### config.mk
export PLATFORM = sky130hd
export DESIGN_NAME = beat_packer
export DESIGN_NICKNAME = d
export VERILOG_FILES = /design/src/rtl/beat_packer.sv
export SDC_FILE = /design/constraint.sdc
export NUM_CORES = 1
export LEC_CHECK = 0
export ABC_CLOCK_PERIOD_IN_PS = 2260
export CAP_MARGIN = 20
export CORE_MARGIN = 1.5
export CORE_UTILIZATION = 55
export CTS_BUF_LIST = sky130_fd_sc_hd__clkbuf_2 sky130_fd_sc_hd__clkbuf_4 sky130_fd_sc_hd__clkbuf_8
export CTS_CLUSTER_SIZE = 16
export DETAILED_ROUTE_END_ITERATION = 8
export DONT_BUFFER_PORTS = 1
export HOLD_SLACK_MARGIN = 0.03
export PLACE_DENSITY = 0.77
export SYNTH_ARGS = -nofsm -noshare
export SYNTH_HDL_FRONTEND = slang
export SYNTH_SLANG_ARGS = --single-unit
### constraint.sdc
create_clock -name clk -period 2.26 [get_ports clk]
set_clock_uncertainty 0.15 [all_clocks]
set_input_delay 0.339 -clock clk [delete_from_list [all_inputs] [get_ports clk]]
set_output_delay 0.339 -clock clk [all_outputs]
set_load 0.01 [all_outputs]
### src/rtl/beat_packer.sv
// rtl/beat_packer.sv - packs N L-bit valid/ready beats into one N*L-bit word with keep mask and packet-end flag
// Optional BEAT_PACKER_STATS_EN adds word_cnt/flush_cnt delivery counters.
module beat_packer #(
  parameter int L = 8,
  parameter int N = 4
) (
  input  logic           clk,
  input  logic           rst,
  output logic           ready_f,
  input  logic           valid_f,
  input  logic [L-1:0]   data_f,
  input  logic           last_f,
  input  logic           ready_b,
  output logic           valid_b,
  output logic [N*L-1:0] data_b,
  output logic [N-1:0]   keep_b,
`ifdef BEAT_PACKER_STATS_EN
  output logic [15:0]    word_cnt,
  output logic [15:0]    flush_cnt,
`endif
  output logic           last_b
);

  localparam int CW = (N > 1) ? $clog2(N) : 1;

  typedef enum logic {FILL, PEND} state_t;

  state_t         state, state_nx;
  logic [N*L-1:0] acc, acc_nx;
  logic [N-1:0]   acc_keep, keep_nx;
  logic [CW-1:0]  cnt;
  logic           pend_last;
  logic           take, complete, out_free, load_out, to_pend;

  always_comb begin
    state_nx = state;
    ready_f  = (state == FILL);
    take     = valid_f && ready_f;
    acc_nx   = acc;
    keep_nx  = acc_keep;
    for (int k = 0; k < N; k++) begin
      if (cnt == CW'(k)) begin
        acc_nx[k*L +: L] = data_f;
        keep_nx[k]       = 1'b1;
      end
    end
    complete = take && ((cnt == CW'(N - 1)) || last_f);
    out_free = !valid_b || ready_b;
    load_out = 1'b0;
    to_pend  = 1'b0;
    case (state)
      FILL: begin
        if (complete) begin
          if (out_free) begin
            load_out = 1'b1;
          end else begin
            to_pend  = 1'b1;
            state_nx = PEND;
          end
        end
      end
      PEND: begin
        if (ready_b) begin
          load_out = 1'b1;
          state_nx = FILL;
        end
      end
      default: state_nx = FILL;
    endcase
  end

  always_ff @(posedge clk) begin
    if (rst) state <= FILL;
    else     state <= state_nx;
  end

  always_ff @(posedge clk) begin
    if (rst) begin
      valid_b   <= 1'b0;
      data_b    <= '0;
      keep_b    <= '0;
      last_b    <= 1'b0;
      acc       <= '0;
      acc_keep  <= '0;
      cnt       <= '0;
      pend_last <= 1'b0;
    end else begin
      if (load_out) begin
        valid_b <= 1'b1;
        // A pending word already sits in acc; a direct completion uses the merged beat.
        if (state == PEND) begin
          data_b <= acc;
          keep_b <= acc_keep;
          last_b <= pend_last;
        end else begin
          data_b <= acc_nx;
          keep_b <= keep_nx;
          last_b <= last_f;
        end
      end else if (valid_b && ready_b) begin
        valid_b <= 1'b0;
      end

      if (load_out) begin
        acc       <= '0;
        acc_keep  <= '0;
        cnt       <= '0;
        pend_last <= 1'b0;
      end else if (to_pend) begin
        acc       <= acc_nx;
        acc_keep  <= keep_nx;
        cnt       <= '0;
        pend_last <= last_f;
      end else if (take) begin
        acc       <= acc_nx;
        acc_keep  <= keep_nx;
        cnt       <= cnt + CW'(1);
      end
    end
  end

`ifdef BEAT_PACKER_STATS_EN
  always_ff @(posedge clk) begin
    if (rst) begin
      word_cnt  <= '0;
      flush_cnt <= '0;
    end else if (valid_b && ready_b) begin
      word_cnt <= word_cnt + 16'd1;
      if (keep_b != {N{1'b1}}) flush_cnt <= flush_cnt + 16'd1;
    end
  end
`endif

endmodule

==> impl_table.tex <==
\begin{tabular}{lr}
\hline
Metric & Value \\
\hline
\multicolumn{2}{l}{\textbf{STA}} \\
Relative max-transition margin & 63.7\% \\
Fmax & 539 MHz \\
RSZ-0062 raised after global routing & no \\
Max Slew Vio Count & 0 \\
Final Hold Violating Endpoints & 0 \\
Portion of the clock cycle consumed by the worst path in the final layout & 82.1\% \\
Setup Total Neg Slack & 0 ns \\
Setup violation total in the final timing report & 0 \\
Minimum clock period after layout & 1.86 ns \\
Slew at the pin with the worst max-slew slack & 0.541 ns \\
Worst path setup slack after routing & 0.404 ns \\
\multicolumn{2}{l}{\textbf{Finish}} \\
Synthesis-to-layout area growth & 7.67\% \\
Area taken by flip-flops and latches & 0.00156 mm\^{}2 \\
Share of final-layout standard cells stronger than drive strength 1 & 10.2\% \\
Diode insertion count for antenna repair & 0 \\
Layout fillers & 474 \\
Multi-input gate area in the final layout & 0.00149 mm\^{}2 \\
Final design instance area without fill & 0.00353 mm\^{}2 \\
Layout net count & 373 \\
Final design utilization & 62.5\% \\
Post-layout instance count excluding filler cells & 433 \\
\multicolumn{2}{l}{\textbf{Die}} \\
Total die area & 0.00643 mm\^{}2 \\
Number of top-level design ports & 52 \\
Core box area & 0.00564 mm\^{}2 \\
Count of standard-cell rows & 27 \\
Die Width & 80.2 um \\
Overall die height & 80.2 um \\
Effective utilization at floorplan & 58.1\% \\
\multicolumn{2}{l}{\textbf{Placed design}} \\
Placed Instance Area & 0.00320 mm\^{}2 \\
Post-Place Worst Slack & 0.429 ns \\
GP Congestion & 0.749 \\
PortBufs & 0 \\
HPWL after DPL & 4180 um \\
Total placed cells including tap cells & 406 \\
\multicolumn{2}{l}{\textbf{Worst hold path}} \\
Min-Delay Path Class & in -> reg \\
\multicolumn{2}{l}{\textbf{Global routing}} \\
Number of antenna violations at the first check in global routing & 0 \\
Global route overflow & 0 \\
Wire length of the first global-routing pass & 11,800 um \\
Maximum number of pins on one net before global-route repair & 43 \\
Via count of the first global-routing pass & 2,262 \\
All-layer global routing usage & 24.7\% \\
\multicolumn{2}{l}{\textbf{Setup path}} \\
Critical Path Fanout Max & 32 \\
Capturing element type of the critical path & flop \\
Endpoint arrival time on the critical path & 1.96 ns \\
Critical Path Start Type & flop \\
Worst EP required & 2.36 ns \\
Critical path class & reg -> reg \\
\multicolumn{2}{l}{\textbf{Drt}} \\
Pre-Repair DR Iteration Count & 4 \\
Initial drt markers & 253 \\
Routed via count divided by cell count & 5.80 \\
Routed length per instance & 17.1 um \\
Routed vias & 2,513 \\
Total Routed Length & 7400 um \\
\# DRC & 0 \\
DRT antenna net count & 0 \\
\multicolumn{2}{l}{\textbf{CTS}} \\
Buffers from clock root to sink, at most & 2 \\
H-tree Lvls & 3 \\
Clock latency at the later pin of the worst-skew pair & 0.35 ns \\
Num CTS Buffers & 9 \\
Number of hold buffers added after cts & 11 \\
\# Post-CTS Setup Buffers & 0 \\
Master cell of the clock root buffer & sky130\_fd\_sc\_hd\_\_clkbuf\_8 \\
Clock tree from TritonCTS & done \\
Clock sink count & 78 \\
Worst-path clk slew & 0.07 ns \\
Post-CTS sizing & 0 \\
\multicolumn{2}{l}{\textbf{Run status}} \\
Outcome & complete, no violations \\
\multicolumn{2}{l}{\textbf{Pwr}} \\
Areal power density over the cells & 810 mW/mm\^{}2 \\
Worst-case vdd ir drop & 585 uV \\
Leakage power & 1.18 nW \\
\multicolumn{2}{l}{\textbf{Synth}} \\
Total number of yosys warnings & 0 \\
Synthesized cell area & 0.00328 mm\^{}2 \\
Unique cell type count in the Yosys netlist & 22 \\
Sequential fraction of the synthesis area & 47.7\% \\
Post-Syn Area per Cell & 8.95 um\^{}2 \\
Count of mapped cells out of synthesis & 366 \\
Synth Register Bits & 78 \\
Net count of the mapped netlist & 383 \\
\multicolumn{2}{l}{\textbf{Run}} \\
Max-cap check violation count & 0 \\
\hline
\end{tabular}
[cell usage in the layout, fill, tap and decap left out, drive strengths merged]
| cell type | count |
|---|---|
| or2 | 1 |
| inv | 4 |
| ha | 4 |
| nor2b | 5 |
| a211oi | 37 |
| clkinvlp | 4 |
| a21oi | 40 |
| nand2b | 1 |
| buf | 8 |
| nor2 | 50 |
| nor3 | 3 |
| nand2 | 36 |
| clkbuf | 11 |
| o2bb2a | 1 |
| mux2i | 34 |
| dlygate4sd3 | 9 |
| o21ai | 1 |
| nand3 | 32 |
| dfxtp | 78 |
| xnor2 | 1 |
| bufinv | 1 |
[cell type report]
cell class / instances / share of cell area (%)
sequential: 78 / 44.3
inverter: 4 / 0.426
clock inverter: 5 / 1.70
timing repair buffer: 17 / 4.96
clock buffer: 11 / 3.94
tap: 72 / 2.55
multi-input combinational: 246 / 42.2
[power breakdown]
group | leakage, nW | switching (mW) | internal [mW]
registers | 0.637 | 0.0660 | 1.44
clock network | 0.0886 | 0.504 | 0.535
logic | 0.453 | 0.186 | 0.122
total | 1.18 | 0.757 | 2.10
[critical path: stages, from the launching register on]
cell and delay [ns]:
sky130_fd_sc_hd__dfxtp_1 0.54, sky130_fd_sc_hd__inv_1 0.18, sky130_fd_sc_hd__o2bb2a_4 0.24, sky130_fd_sc_hd__buf_4 0.30
sky130_fd_sc_hd__nor2_1 0.09, sky130_fd_sc_hd__a211oi_1 0.25
[cells in the mapped netlist]
cell                        n  area share [%]
sky130_fd_sc_hd__a211oi_1  37             8.5
sky130_fd_sc_hd__a21oi_1   30             4.6
sky130_fd_sc_hd__a21oi_2   10             2.7
sky130_fd_sc_hd__buf_1      5            0.57
sky130_fd_sc_hd__buf_2      8             1.2
sky130_fd_sc_hd__buf_4     12             2.7
sky130_fd_sc_hd__buf_6      2            0.69
sky130_fd_sc_hd__clkbuf_1  11             1.3
sky130_fd_sc_hd__dfxtp_1   78              48
sky130_fd_sc_hd__ha_1       4             1.5
sky130_fd_sc_hd__inv_1      4            0.46
sky130_fd_sc_hd__mux2i_1   34              10
sky130_fd_sc_hd__nand2_1   36             4.1
sky130_fd_sc_hd__nand2b_1   1            0.19
sky130_fd_sc_hd__nand3_1   32             4.9
sky130_fd_sc_hd__nor2_1    50             5.7
sky130_fd_sc_hd__nor2b_1    5            0.95
sky130_fd_sc_hd__nor3_1     3            0.46
sky130_fd_sc_hd__o21ai_2    1            0.27
sky130_fd_sc_hd__o2bb2a_4   1            0.61
sky130_fd_sc_hd__or2_4      1            0.27
sky130_fd_sc_hd__xnor2_1    1            0.27
[registers in the layout, summed over array words and instances (netlist names)]
register / count
acc: 32
data_b: 32
acc_keep: 4
keep_b: 4
cnt: 2
last_b: 1
pend_last: 1
state: 1
valid_b: 1
[stage by stage]
step	hold WS (ns)	power, mW
2_1_floorplan	0.284	1.80
3_3_place_gp	0.265	1.79
3_5_place_dp	0.268	1.80
4_1_cts	0.0309	2.87
5_1_grt	0.0561	2.98
6_report	0.0408	2.86
[metal layers]
metal,routed length (um),track usage (%)
met5,0,0
met4,194,9.48
met3,620,8.30
met2,3390,36.7
met1,3200,33.0
[kinds of logic (layout without fill, tap and decap cells)]
family | Yosys count | count (layout) | synth area share (%)
compound gates | 79 | 79 | 16.6
xor+xnor | 1 | 1 | 0.267
fa+ha+maj | 4 | 4 | 1.53
flops | 78 | 78 | 47.7
simple gates | 128 | 128 | 16.6
mux | 34 | 34 | 10.4
buf+inv | 42 | 37 | 6.95
[path summary, 6_finish.rpt]
check / startpoint / end / slack (ns) / cells past startpoint
worst max-delay path: state$_SDFF_PP0_ / data_b[8]$_SDFFE_PP0P_ / 0.40 / 5
worst min-delay path: ready_b / state$_SDFF_PP0_ / 0.04 / 3
worst max register to register: state$_SDFF_PP0_ / data_b[8]$_SDFFE_PP0P_ / 0.40 / 5
worst min register to register: acc[22]$_SDFFE_PP0P_ / acc[22]$_SDFFE_PP0P_ / 0.31 / 2
Note: power is estimated with default switching activity, not from simulation.
